--- config.mk ---
export PLATFORM = sky130hd
export DESIGN_NAME = game_ctrl_flat
export DESIGN_NICKNAME = d
export VERILOG_FILES = /design/src/rtl/game_ctrl_if.sv /design/src/rtl/game_ctrl.sv /design/src/flat_wrapper.sv
export SDC_FILE = /design/constraint.sdc
export NUM_CORES = 1
export LEC_CHECK = 0
export CORE_MARGIN = 2
export CORE_UTILIZATION = 45
export DETAILED_ROUTE_END_ITERATION = 10
export PLACE_DENSITY_LB_ADDON = 0.15
export SETUP_SLACK_MARGIN = 0.1
export SLEW_MARGIN = 5
export SYNTH_ARGS = -nofsm -noshare
export SYNTH_HDL_FRONTEND = slang
export SYNTH_SLANG_ARGS = --single-unit
--- constraint.sdc ---
create_clock -name clk -period 5.25 [get_ports clk]
set_input_delay 1.3125 -clock clk [delete_from_list [all_inputs] [get_ports clk]]
set_output_delay 1.3125 -clock clk [all_outputs]
set_load 0.005 [all_outputs]
--- src/rtl/game_ctrl_if.sv ---
// rtl/game_ctrl_if.sv - buttons, datapath events and run-state outputs of the snake sequencer
interface game_ctrl_if #(
  parameter int SCORE_W = 8
);
  logic               btn_start;
  logic               btn_u;
  logic               btn_d;
  logic               btn_l;
  logic               btn_r;
  logic               ate_evt;
  logic               hit_evt;
  logic               step;
  logic               clear;
  logic [1:0]         dir;
  logic [1:0]         state;
  logic [SCORE_W-1:0] score;
  logic [3:0]         level;

  modport master (
    input  btn_start, btn_u, btn_d, btn_l, btn_r, ate_evt, hit_evt,
    output step, clear, dir, state, score, level
  );

  modport slave (
    output btn_start, btn_u, btn_d, btn_l, btn_r, ate_evt, hit_evt,
    input  step, clear, dir, state, score, level
  );
endinterface

--- src/rtl/game_ctrl.sv ---
// rtl/game_ctrl.sv - snake run-state FSM, step timer, turn queue, score and level
module game_ctrl #(
  parameter int CLK_FREQ         = 25_000_000,
  parameter int BASE_TPS         = 6,
  parameter int LEVEL_DEC        = 200_000,
  parameter int MIN_PERIOD       = 1_000_000,
  parameter int APPLES_PER_LEVEL = 4,
  parameter int MAX_LEVEL        = 15,
  parameter int SCORE_W          = 8
) (
  input  logic        clk,
  input  logic        reset_n,
  game_ctrl_if.master bus
);
  localparam int PERIOD0 = CLK_FREQ / BASE_TPS;
  localparam int CNT_W   = $clog2(PERIOD0 + 1);
  localparam int AC_W    = $clog2(APPLES_PER_LEVEL + 1);

  // Low two bits are the externally visible state code; CLEAR reads as IDLE.
  typedef enum logic [2:0] {
    S_IDLE  = 3'b000,
    S_CLEAR = 3'b100,
    S_RUN   = 3'b001,
    S_PAUSE = 3'b010,
    S_OVER  = 3'b011
  } state_t;

  state_t             st;
  logic [CNT_W-1:0]   cnt;
  logic [1:0]         dir_r;
  logic [1:0]         q [2];
  logic [1:0]         q_cnt;
  logic [AC_W-1:0]    apple_cnt;
  logic [3:0]         level_r;
  logic [SCORE_W-1:0] score_r;
  logic               step_r;
  logic               clear_r;
  logic               start_prev, u_prev, d_prev, l_prev, r_prev;

  logic               start_edge;
  logic               turn_vld;
  logic [1:0]         turn;
  logic               fire;
  logic               pop;
  logic               push;
  logic [1:0]         post_cnt;
  logic [1:0]         post_dir;
  logic [1:0]         ref_dir;
  logic [31:0]        dec;
  logic [CNT_W-1:0]   reload;

  assign start_edge = bus.btn_start & ~start_prev;

  always_comb begin
    dec = 32'(level_r) * 32'(LEVEL_DEC);
    if (32'(PERIOD0) < 32'(MIN_PERIOD) + dec) reload = CNT_W'(MIN_PERIOD);
    else                                      reload = CNT_W'(32'(PERIOD0) - dec);
  end

  // Turn validation sees the queue as it will be after this cycle's pop.
  always_comb begin
    turn_vld = 1'b1;
    turn     = 2'b00;
    if      (bus.btn_u & ~u_prev) turn = 2'b00;
    else if (bus.btn_d & ~d_prev) turn = 2'b10;
    else if (bus.btn_l & ~l_prev) turn = 2'b11;
    else if (bus.btn_r & ~r_prev) turn = 2'b01;
    else                          turn_vld = 1'b0;

    fire     = (cnt == CNT_W'(1)) && !start_edge && !bus.hit_evt;
    pop      = fire && (q_cnt != 2'd0);
    post_cnt = pop ? q_cnt - 2'd1 : q_cnt;
    post_dir = pop ? q[0] : dir_r;
    if (post_cnt == 2'd0)      ref_dir = post_dir;
    else if (post_cnt == 2'd1) ref_dir = pop ? q[1] : q[0];
    else                       ref_dir = q[1];
    push = turn_vld && (post_cnt != 2'd2) && (turn != ref_dir) && (turn != (ref_dir ^ 2'b10));
  end

  always_ff @(posedge clk or negedge reset_n) begin
    if (!reset_n) begin
      st         <= S_IDLE;
      cnt        <= '0;
      dir_r      <= 2'b01;
      q[0]       <= 2'b00;
      q[1]       <= 2'b00;
      q_cnt      <= 2'd0;
      apple_cnt  <= '0;
      level_r    <= 4'd0;
      score_r    <= '0;
      step_r     <= 1'b0;
      clear_r    <= 1'b0;
      start_prev <= 1'b1;
      u_prev     <= 1'b1;
      d_prev     <= 1'b1;
      l_prev     <= 1'b1;
      r_prev     <= 1'b1;
    end else begin
      start_prev <= bus.btn_start;
      u_prev     <= bus.btn_u;
      d_prev     <= bus.btn_d;
      l_prev     <= bus.btn_l;
      r_prev     <= bus.btn_r;
      step_r     <= 1'b0;
      clear_r    <= 1'b0;

      case (st)
        S_IDLE, S_OVER: begin
          if (start_edge) begin
            st      <= S_CLEAR;
            clear_r <= 1'b1;
          end
        end
        S_CLEAR: begin
          st        <= S_RUN;
          score_r   <= '0;
          level_r   <= 4'd0;
          apple_cnt <= '0;
          dir_r     <= 2'b01;
          q_cnt     <= 2'd0;
          cnt       <= CNT_W'(PERIOD0);
        end
        S_RUN: begin
          if (bus.hit_evt) begin
            st <= S_OVER;
          end else begin
            if (start_edge) st <= S_PAUSE;
            if (bus.ate_evt) begin
              if (score_r != '1) score_r <= score_r + 1'b1;
              if (apple_cnt + 1'b1 == AC_W'(APPLES_PER_LEVEL)) begin
                apple_cnt <= '0;
                if (level_r != 4'(MAX_LEVEL)) level_r <= level_r + 4'd1;
              end else begin
                apple_cnt <= apple_cnt + 1'b1;
              end
            end
            // A pause edge landing on the firing cycle parks the counter at 1.
            if (fire) begin
              cnt    <= reload;
              step_r <= 1'b1;
            end else if (cnt != CNT_W'(1)) begin
              cnt <= cnt - CNT_W'(1);
            end
            if (pop) begin
              dir_r <= q[0];
              q[0]  <= q[1];
            end
            if (push) q[post_cnt[0]] <= turn;
            q_cnt <= post_cnt + {1'b0, push};
          end
        end
        S_PAUSE: begin
          if (start_edge) st <= S_RUN;
        end
        default: st <= S_IDLE;
      endcase
    end
  end

  assign bus.step  = step_r;
  assign bus.clear = clear_r;
  assign bus.dir   = dir_r;
  assign bus.state = st[1:0];
  assign bus.score = score_r;
  assign bus.level = level_r;
endmodule
--- src/flat_wrapper.sv ---
// flat-port wrapper written by rule: the top's interface ports become plain ports
module game_ctrl_flat 
#(
  parameter int CLK_FREQ         = 25_000_000,
  parameter int BASE_TPS         = 6,
  parameter int LEVEL_DEC        = 200_000,
  parameter int MIN_PERIOD       = 1_000_000,
  parameter int APPLES_PER_LEVEL = 4,
  parameter int MAX_LEVEL        = 15,
  parameter int SCORE_W          = 8
)
  (clk, reset_n, bus_btn_start, bus_btn_u, bus_btn_d, bus_btn_l, bus_btn_r, bus_ate_evt, bus_hit_evt, bus_step, bus_clear, bus_dir, bus_state, bus_score, bus_level);
  game_ctrl_if #(.SCORE_W(SCORE_W)) bus_i ();
  input  logic clk;
  input  logic reset_n;
  input wire logic [$bits(bus_i.btn_start)-1:0] bus_btn_start;
  input wire logic [$bits(bus_i.btn_u)-1:0] bus_btn_u;
  input wire logic [$bits(bus_i.btn_d)-1:0] bus_btn_d;
  input wire logic [$bits(bus_i.btn_l)-1:0] bus_btn_l;
  input wire logic [$bits(bus_i.btn_r)-1:0] bus_btn_r;
  input wire logic [$bits(bus_i.ate_evt)-1:0] bus_ate_evt;
  input wire logic [$bits(bus_i.hit_evt)-1:0] bus_hit_evt;
  output wire logic [$bits(bus_i.step)-1:0] bus_step;
  output wire logic [$bits(bus_i.clear)-1:0] bus_clear;
  output wire logic [$bits(bus_i.dir)-1:0] bus_dir;
  output wire logic [$bits(bus_i.state)-1:0] bus_state;
  output wire logic [$bits(bus_i.score)-1:0] bus_score;
  output wire logic [$bits(bus_i.level)-1:0] bus_level;
  assign bus_i.btn_start = bus_btn_start;
  assign bus_i.btn_u = bus_btn_u;
  assign bus_i.btn_d = bus_btn_d;
  assign bus_i.btn_l = bus_btn_l;
  assign bus_i.btn_r = bus_btn_r;
  assign bus_i.ate_evt = bus_ate_evt;
  assign bus_i.hit_evt = bus_hit_evt;
  assign bus_step = bus_i.step;
  assign bus_clear = bus_i.clear;
  assign bus_dir = bus_i.dir;
  assign bus_state = bus_i.state;
  assign bus_score = bus_i.score;
  assign bus_level = bus_i.level;
  game_ctrl #(.CLK_FREQ(CLK_FREQ), .BASE_TPS(BASE_TPS), .LEVEL_DEC(LEVEL_DEC), .MIN_PERIOD(MIN_PERIOD), .APPLES_PER_LEVEL(APPLES_PER_LEVEL), .MAX_LEVEL(MAX_LEVEL), .SCORE_W(SCORE_W)) u_core (.clk(clk), .reset_n(reset_n), .bus(bus_i));
endmodule
==> impl_metrics.tcl, run 1 <==
set metrics [dict create \
    start_kind "flop" \
    holdCritPathClass "flop to flop" \
    r2r_slack_ps 820 \
    avgSynthCellArea_um2 8.44 \
    portBuffers 26 \
    synthFlopType "dfrtp_1" \
    drc 0 \
    p_sw_frac 0.460 \
    hold_depth 1 \
    hpwlAfterDp_um 7490 \
    final.setup.worst_slack_ps 820 \
    io_pins 27 \
    whs_endpoint "u_core.apple_cnt[2]" \
    insertion_delay_ps 320 \
    slew_violations 0 \
    drtPass1Iterations 4 \
    rr_worst_depth 16 \
    critical-path-slowest-cell "dfrtp_1" \
    critPathRequiredTime_ps 5470 \
    fp.dieArea_mm2 0.0102 \
    grt_antenna_before_repair 0 \
    seq_area_frac_synth 0.326 \
    reg2reg_to "u_core.cnt[14]" \
    syn_inst 503 \
    hold_violations 0 \
    reg2reg_from "u_core.bus.level[1]" \
    drt_iter0_drc 157 \
    clk_pin_slew_ps 100 \
    synth_top_area_share 0.289 \
    wire_per_inst_um 15.8 \
    drtAntennaViolNets 0 \
    synth_area_leaders "dfrtp_1 29%, ha_1 8.2%, nor2_1 5.7%" \
    cts_tree "built" \
    timing.hold.ws_ps 502 \
    final_nets 558 \
    syn-num-nets 540 \
    finalSetupViolations 0 \
    cts_num_sinks 55 \
    antennaDiodeCount 0 \
    syn-cell-area_mm2 0.00425 \
    final_common_cell "nor2_1" \
    dp.cells 625 \
    fin_tns_setup_ps 0 \
    place_congestion 0.862 \
    viasPerCell 5.76 \
    place_area_mm2 0.00458 \
    drive_above_1_share 0.0651 \
    synth_warnings 0 \
    stdcell_count 633 \
    cp_max_fo 13 \
    maxSlewHeadroom 0.311 \
    worstPathCellList "ha_1, xor2_1, ha_1, a21o_1, ha_1, a21o_1, a221oi_2, o21bai_1, xnor2_2, nor3_1, mux2_1, a41o_1, a21oi_2, buf_4, a221oi_1, a21o_1" \
    clock_power_share 0.128 \
    clockBufferDepth 2 \
    clock-root-buffer "clkbuf_8" \
    p_int_mw 1.11 \
    seqPwrFrac 0.321 \
    end_kind "flop" \
    p_leak_nw 2.06 \
    min_period_ps 4430 \
    grt_pass1_wl_um 17000 \
    synth-edff-count 0 \
    worstMarginPinSlew_ps 1030 \
    async_flop_share 1.00 \
    grt_setup_unrepaired "no" \
    combPwrFrac 0.550 \
    grt_overflow_total 0 \
    vdd_drop_max_mv 0.228 \
    dieHeight_um 101 \
    grt_max_degree 56 \
    postLayoutCellArea_mm2 0.00468 \
    min_period_over_period 0.844 \
    p_sw_mw 0.945 \
    dr_total_vias 3649 \
    final_cell_mix "64 x nor2_1, 49 x dfrtp_1, 39 x nand2_1" \
    ys_types 67 \
    grt_pass1_vias 3548 \
    wl_um 9970 \
    num_rows 35 \
    status "finished clean" \
    maxCapViolCount 0 \
    ctsResizeCount 0 \
    area_growth_pct 10.3 \
    grt_usage 0.206 \
    slowest_delay_ps 540 \
    fin_worst_skew_ps 12.4 \
    postCtsHoldBufs 0 \
    power_density_mw_per_mm2 438 \
    hp-start "u_core.apple_cnt[2]" \
    crit_arrival_ps 4650 \
    cts_buffers 5 \
    floorplan.initialDensity 0.462 \
    crit_type "flop to flop" \
    final_util 0.509 \
    ys_ff_latch 55 \
    chipWidth_um 101 \
    cts_setup_buffers 0 \
    htreeDepth 2 \
    synth_top_area_cell "dfrtp_1" \
    fin_total_pwr_mw 2.05 \
    clock.fmax_mhz 226 \
    coreArea_mm2 0.00920 \
    place_worst_setup_slack_ps 848 \
]
how the worst max path moves through the flow:
| stage | slack [ps] | startpoint | end |
|---|---|---|---|
| after floorplan | 1290 | u_core.bus.level[1] | u_core.cnt[9] |
| after global placement | 930 | u_core.bus.level[1] | u_core.cnt[14] |
| after detailed placement | 850 | u_core.bus.level[1] | u_core.cnt[14] |
| after CTS | 830 | u_core.bus.level[1] | u_core.cnt[14] |
| after global routing | 430 | u_core.bus.level[1] | u_core.cnt[11] |
| final | 820 | u_core.bus.level[1] | u_core.cnt[14] |
power by group through the flow:
stage | sequential (mW) | combinational [mW] | clock (mW)
2_1_floorplan | 0.627 | 0.854 | 0
3_5_place_dp | 0.666 | 1.12 | 0
5_1_grt | 0.680 | 1.27 | 0.287
3_3_place_gp | 0.662 | 1.11 | 0
6_report | 0.659 | 1.13 | 0.263
4_1_cts | 0.658 | 1.13 | 0.273
state kept, by name, indices dropped and copies added (netlist names), named ones only:
register / cells
u_core.apple_cnt: 3
u_core.bus.clear: 1
u_core.bus.dir: 2
u_core.bus.level: 4
u_core.bus.score: 8
u_core.bus.step: 1
u_core.cnt: 22
u_core.d_prev: 1
u_core.l_prev: 1
u_core.q: 2
u_core.q_cnt: 2
u_core.r_prev: 1
u_core.st: 3
u_core.start_prev: 1
u_core.u_prev: 1
per-layer routing:
layer | up-vias | GRT usage | wire [um]
li1 | 1839 | - | -
met1 | 1729 | 0.298 | 4920
met2 | 71 | 0.330 | 4560
met3 | 10 | 0.0290 | 377
met5 | - | 0 | 0
met4 | 0 | 0.0437 | 120
critical path: cells and delay by family (launching register included):
family | cells | cell delay (ps)
mux | 1 | 310
xor+xnor | 2 | 450
compound gates | 8 | 1820
buf+inv | 1 | 210
fa+ha+maj | 3 | 850
simple gates | 1 | 130
flops | 1 | 540
synthesized netlist by cell type (all sizes together), types with 2 or more instances:
cell    number
and4         2
dfrtp       49
clkbuf      10
nor3        22
nor2b        6
o22ai        3
nand4        7
a31oi        6
ha          28
nand3b       2
o41ai        3
nand2b      15
xnor2       23
o22a         2
nand3       22
buf          9
o211a        2
a21o         7
inv         15
a21oi       31
nor2        64
and2         4
mux2         3
and3         5
or2          4
mux2i       10
dfstp        6
a211o        3
a221oi       8
xor2        19
or3          3
nor3b        6
o31ai        6
o21ai       36
nor4         5
nand2       39
layout make-up:
class / instances / area, um^2
Multi-Input combinational cell: 413 / 2710
Sequential cell: 55 / 1380
Fill cell: 896 / 4510
Clock buffer: 7 / 96.3
Clock inverter: 1 / 7.51
Timing Repair Buffer: 30 / 285
Tap cell: 111 / 139
Inverter: 16 / 60.1
cell families (layout without fill, tap and decap cells):
logic type / after synthesis / in the layout / share of synthesized area
and+or+nand+nor: 209 / 209 / 0.249
AOI/OAI and AO/OA: 120 / 120 / 0.182
DFF: 55 / 55 / 0.326
xor gates and xnor gates: 43 / 43 / 0.0937
buffers and inverters: 35 / 54 / 0.0359
adders and majority gates: 28 / 28 / 0.0825
muxes: 13 / 13 / 0.0315
(Power assumes the default switching activity.)
==> run 2, diff against run 1 <==
- clock period: 5.25 -> 4.47 ns (I/O delays scaled with it)
==> run 2 against run 1 <==
  * Cell area increased by 1.7%
  * Sequential share of layout area decreased by 0.48 points
  * Total power increased by 18%
  * Routed wire length increased by 3.2%
  * Combinational power increased by 24%
  * Core utilization increased by 0.84 points
  * Largest cell class unchanged
==> impl_metrics.tcl, run 2 (synthesis gave the netlist of run 1 again) <==
set metrics [dict create \
    p_leak_nw 2.09 \
    worstPathCellList "ha_1, xor2_1, ha_1, a21o_1, ha_2, or3b_2, mux2i_1, o21ba_2, a2bb2oi_2, o21ai_1, mux2_1, a41o_1, a21oi_4, buf_4, nor3b_1, nor2_1" \
    crit_top_cell "ha_1" \
    end_kind "flop" \
    top_register "u_core.cnt" \
    grt_usage 0.210 \
    cts_num_sinks 55 \
    clock.fmax_mhz 244 \
    cp_max_fo 7 \
    start_kind "flop" \
    met3_usage 0.0276 \
    num_rows 35 \
    chipWidth_um 101 \
    floorplan.initialDensity 0.462 \
    min_period_over_period 0.918 \
    cp_num_buf_inv 1 \
    drc 0 \
    final_common_cell "nor2_1" \
    drt_iter0_drc 171 \
    final_cell_mix "64 x nor2_1, 49 x dfrtp_1, 39 x nand2_1" \
    met2_usage 0.334 \
    grt_pass1_wl_um 17600 \
    viasPerCell 5.82 \
    power_density_mw_per_mm2 510 \
    worstMarginPinSlew_ps 997 \
    dr_total_vias 3730 \
    place_congestion 0.871 \
    hold_violations 0 \
    insertion_delay_ps 310 \
    grt_antenna_before_repair 0 \
    holdCritPathClass "flop to flop" \
    clockBufferDepth 2 \
    crit_type "flop to flop" \
    antennaDiodeCount 0 \
    critical_path.top_delay_family "compound AO/OA/AOI/OAI gates" \
    area_growth_pct 12.1 \
    maxCapViolCount 0 \
    place_worst_setup_slack_ps 144 \
    final_nets 566 \
    fin_tns_setup_ps 0 \
    portBuffers 26 \
    status "finished clean" \
    grt-busiest-layer "met2" \
    maxSlewHeadroom 0.331 \
    wire_per_inst_um 16.1 \
    critical-path-slowest-cell "dfrtp_1" \
    clk_pin_slew_ps 100 \
    slew_violations 0 \
    io_pins 27 \
    dieHeight_um 101 \
    drive_above_1_share 0.0849 \
    critPathRequiredTime_ps 4670 \
    hpwlAfterDp_um 7640 \
    coreArea_mm2 0.00920 \
    grt_overflow_total 0 \
    min_period_ps 4100 \
    fp.dieArea_mm2 0.0102 \
    final.setup.worst_slack_ps 367 \
    clock-root-buffer "clkbuf_8" \
    met1_usage 0.310 \
    grt_pass1_vias 3642 \
    htreeDepth 2 \
    crit_arrival_ps 4300 \
    wl_um 10300 \
    vdd_drop_max_mv 0.308 \
    grt_setup_unrepaired "no" \
    drtPass1Iterations 5 \
    postCtsHoldBufs 0 \
    grt_max_degree 56 \
    finalSetupViolations 0 \
    timing.hold.ws_ps 516 \
    cts_tree "built" \
    largest_reg_flops 22 \
    fin_worst_skew_ps 12.1 \
    cts_buffers 5 \
    drtAntennaViolNets 0 \
    slowest_delay_ps 470 \
]
-- run 2: power breakdown --
part,switching (mW),total [mW],internal [mW]
Clock,0.166,0.276,0.110
Sequential,0.139,0.754,0.615
Combinational,0.828,1.40,0.572
-- run 2: through the flow --
stage	total power [mW]	utilization	cell area (um^2)	cells
after CTS	2.41	0.512	4710	639
after floorplan	1.74	-	4250	503
after detailed placement	2.13	0.503	4620	631
after global placement	2.11	0.503	4620	631
after global routing	2.65	0.518	4760	641
final	2.43	0.518	4760	641
-- run 2: path summary, 6_finish.rpt --
path                                     start                  end  slack [ps]  depth (start not counted)
max                        u_core.bus.level[3]       u_core.cnt[18]         370                         16
min                        u_core.apple_cnt[2]  u_core.apple_cnt[2]         520                          1
max reg2reg                u_core.bus.level[3]       u_core.cnt[18]         370                         16
min reg2reg                u_core.apple_cnt[2]  u_core.apple_cnt[2]         520                          1
max in group asynchronous              reset_n  u_core.bus.level[1]        3060                          2
min in group asynchronous              reset_n       u_core.cnt[15]         910                          2
-- run 2: layer usage --
layer,routed length (um),part of all wire,vias to the layer above
met5,0,0,-
met4,123,0.012,0
met3,391,0.038,15
met2,4750,0.46,89
met1,5030,0.49,1781
li1,-,-,1845
-- run 2: cell type report --
type                    instances  area (um^2)
multi-input cells             413         2750
well taps                     111          139
clock inverters                 2         12.5
clock buffers                   6         72.6
inverters                      16         60.1
repair buffers                 38          345
flip-flops and latches         55         1380
fillers                       893         4440
-- run 2: timing repair --
item / in CTS / in global routing
setup buffers: 0 / 2
endpoints found under the setup margin: 0 / 18
gates resized for setup: 0 / 6
-- run 2: worst register-to-register path: stages (launching register included) --
cell and delay, ps:
dfrtp_1 470, ha_1 250, xor2_1 170, ha_1 180, a21o_1 160, ha_2 390, or3b_2 450, mux2i_1 250
o21ba_2 210, a2bb2oi_2 80, o21ai_1 180, mux2_1 340, a41o_1 240, a21oi_4 170, buf_4 170, nor3b_1 230
nor2_1 70
==> run 3, diff against run 2 <==
- ABC_AREA: default -> 1
- ABC_CLOCK_PERIOD_IN_PS: default -> 4470
- GPL_TIMING_DRIVEN: default -> 0
==> run 3 against run 2 <==
  * Sequential share of layout area fell by 3.7 points
  * Sequential power barely moved
  * Routed wire length rose by 20%
  * Largest power group unchanged
  * Highest routed layer unchanged
==> impl_metrics.tcl, run 3 <==
set metrics [dict create \
    end_kind "flop" \
    clock-root-buffer "clkbuf_8" \
    ctsResizeCount 0 \
    vdd_drop_max_mv 0.406 \
    clock_power_share 0.112 \
    cp_max_fo 9 \
    async_flop_share 1.00 \
    slew_violations 0 \
    p_int_mw 1.53 \
    drive_above_1_share 0.0966 \
    htreeDepth 2 \
    ys_top_cells_by_count "215 x nand2_1, 111 x inv_1, 64 x nor2_1, 57 x nand3_1, 49 x dfrtp_1" \
    postCtsHoldBufs 0 \
    cts_num_sinks 55 \
    cts_setup_buffers 0 \
    synth_top_family_by_area "simple AND/OR/NAND/NOR gates" \
    grt_antenna_before_repair 0 \
    synthSimpleGateAreaFrac 0.393 \
    wire_per_inst_um 13.5 \
    synth_fa_ha_area_frac 0.0715 \
    ys_ff_latch 55 \
    maxSlewHeadroom 0.653 \
    synth_top_area_cell "dfrtp_1" \
    synthFlopType "dfrtp_1" \
    viasPerCell 5.17 \
    start_kind "flop" \
    synth_xor_area_frac 0.0483 \
    maxCapViolCount 0 \
    area_growth_pct 11.5 \
    cts_buffers 5 \
    power_density_mw_per_mm2 575 \
    synth_area_leaders "dfrtp_1 25%, nand2_1 16%, inv_1 8.5%" \
    final_util 0.508 \
    final_cell_mix "215 x nand2_1, 111 x inv_1, 64 x nor2_1" \
    synth_top_area_share 0.250 \
    syn_inst 741 \
    fin_worst_skew_ps 19.9 \
    yosysMostFrequentCell "nand2_1" \
    drt_iter0_drc 350 \
    drc 0 \
    hpwlAfterDp_um 9630 \
    finalSetupViolations 0 \
    crit_type "flop to flop" \
    grt_pass1_vias 4285 \
    wl_um 12300 \
    floorplan.initialDensity 0.456 \
    fin_total_pwr_mw 3.14 \
    final_common_cell "nand2_1" \
    hold_violations 0 \
    avgSynthCellArea_um2 6.61 \
    synth-edff-count 0 \
    p_leak_nw 2.86 \
    fillers 1141 \
    grt_max_degree 37 \
    synth_mux_area_frac 0 \
    drtAntennaViolNets 0 \
    antennaDiodeCount 0 \
    drtPass1Iterations 5 \
    dieHeight_um 108 \
    syn-num-nets 778 \
    ys_types 48 \
    seq_area_frac_synth 0.282 \
    final_nets 812 \
    synth_warnings 0 \
    critPathRequiredTime_ps 4690 \
    clockBufferDepth 2 \
    cts_tree "built" \
    p_sw_frac 0.513 \
    clock.fmax_mhz 276 \
    fp.dieArea_mm2 0.0117 \
    combPwrFrac 0.647 \
    coreArea_mm2 0.0107 \
    insertion_delay_ps 330 \
    dr_total_vias 4737 \
    fin_tns_setup_ps 0 \
    io_pins 27 \
    grt_setup_unrepaired "no" \
    chipWidth_um 108 \
    place_congestion 0.894 \
    worstMarginPinSlew_ps 521 \
    clk_pin_slew_ps 110 \
    top_register "u_core.cnt" \
    syn-cell-area_mm2 0.00490 \
    status "finished clean" \
    synth_compound_area_frac 0.102 \
    largest_reg_flops 22 \
    min_period_over_period 0.812 \
    grt_usage 0.219 \
    portBuffers 26 \
    holdCritPathClass "flop to flop" \
    min_period_ps 3630 \
    grt_overflow_total 0 \
    p_sw_mw 1.61 \
    num_rows 38 \
    crit_arrival_ps 3850 \
    seqPwrFrac 0.241 \
    grt_pass1_wl_um 20600 \
]
run 3: final cells by class:
| type | count | area [um^2] | area share |
|---|---|---|---|
| multi-input combinational | 558 | 3010 | 0.552 |
| sequential | 55 | 1380 | 0.253 |
| inverter | 120 | 450 | 0.0825 |
| timing repair buffer | 27 | 275 | 0.0504 |
| tap | 140 | 175 | 0.0321 |
| clock buffer | 6 | 72.6 | 0.0133 |
| buffer | 8 | 52.6 | 0.00962 |
| clock inverter | 2 | 38.8 | 0.00710 |
run 3: worst max-delay path, cell delays in order, from the launching register on:
cell     delay [ps]
dfrtp_1         550
inv_1           110
ha_1            290
inv_1            40
ha_1            360
ha_1            410
nand2_1          90
nand2_1         110
a21oi_2         210
nand2_2         110
nand2_2          90
nand2_4          70
nor2_2          170
and2_1          180
nand2_1          80
o21ai_0         310
o21ai_0         110
o21ai_0         140
o21ai_0         100
run 3: logic make-up after synthesis:
kind of cell | after synthesis
and+or+nand+nor | 417
buffers and inverters | 128
AOI/OAI and AO/OA | 86
DFF | 55
adders and majority gates | 28
xor gates and xnor gates | 27
run 3: path summary, 6_finish.rpt:
kind / end / start / depth (start not counted) / slack, ps
max: u_core.cnt[21] / u_core.bus.level[2] / 18 / 840
min: u_core.bus.clear / u_core.st[2] / 1 / 490
max reg2reg: u_core.cnt[21] / u_core.bus.level[2] / 18 / 840
min reg2reg: u_core.bus.clear / u_core.st[2] / 1 / 490
max in group asynchronous: u_core.d_prev / reset_n / 2 / 3080
min in group asynchronous: u_core.cnt[19] / reset_n / 1 / 750
run 3: per-stage QoR:
stage	instances	hold WS [ps]	cell area (um^2)	worst slack [ps]
floorplan	741	453	4900	1370
CTS	916	488	5460	786
global placement	907	466	5340	407
finish	916	491	5460	841
detailed placement	908	479	5350	805
global route	916	524	5460	500
run 3: power groups by stage:
stage                     registers, mW  logic, mW  clock network [mW]
after floorplan                   0.732       1.54                   0
after global placement            0.758       1.99                   0
after detailed placement          0.764       2.03                   0
after CTS                         0.755       2.04               0.363
after global routing              0.777       2.32               0.379
final                             0.757       2.03               0.353
run 3: layer usage:
layer,track usage,vias up,routed length (um)
met2,0.359,117,5620
li1,-,2439,-
met3,0.0259,11,719
met1,0.308,2170,5810
met5,0,-,0
met4,0.0522,0,170
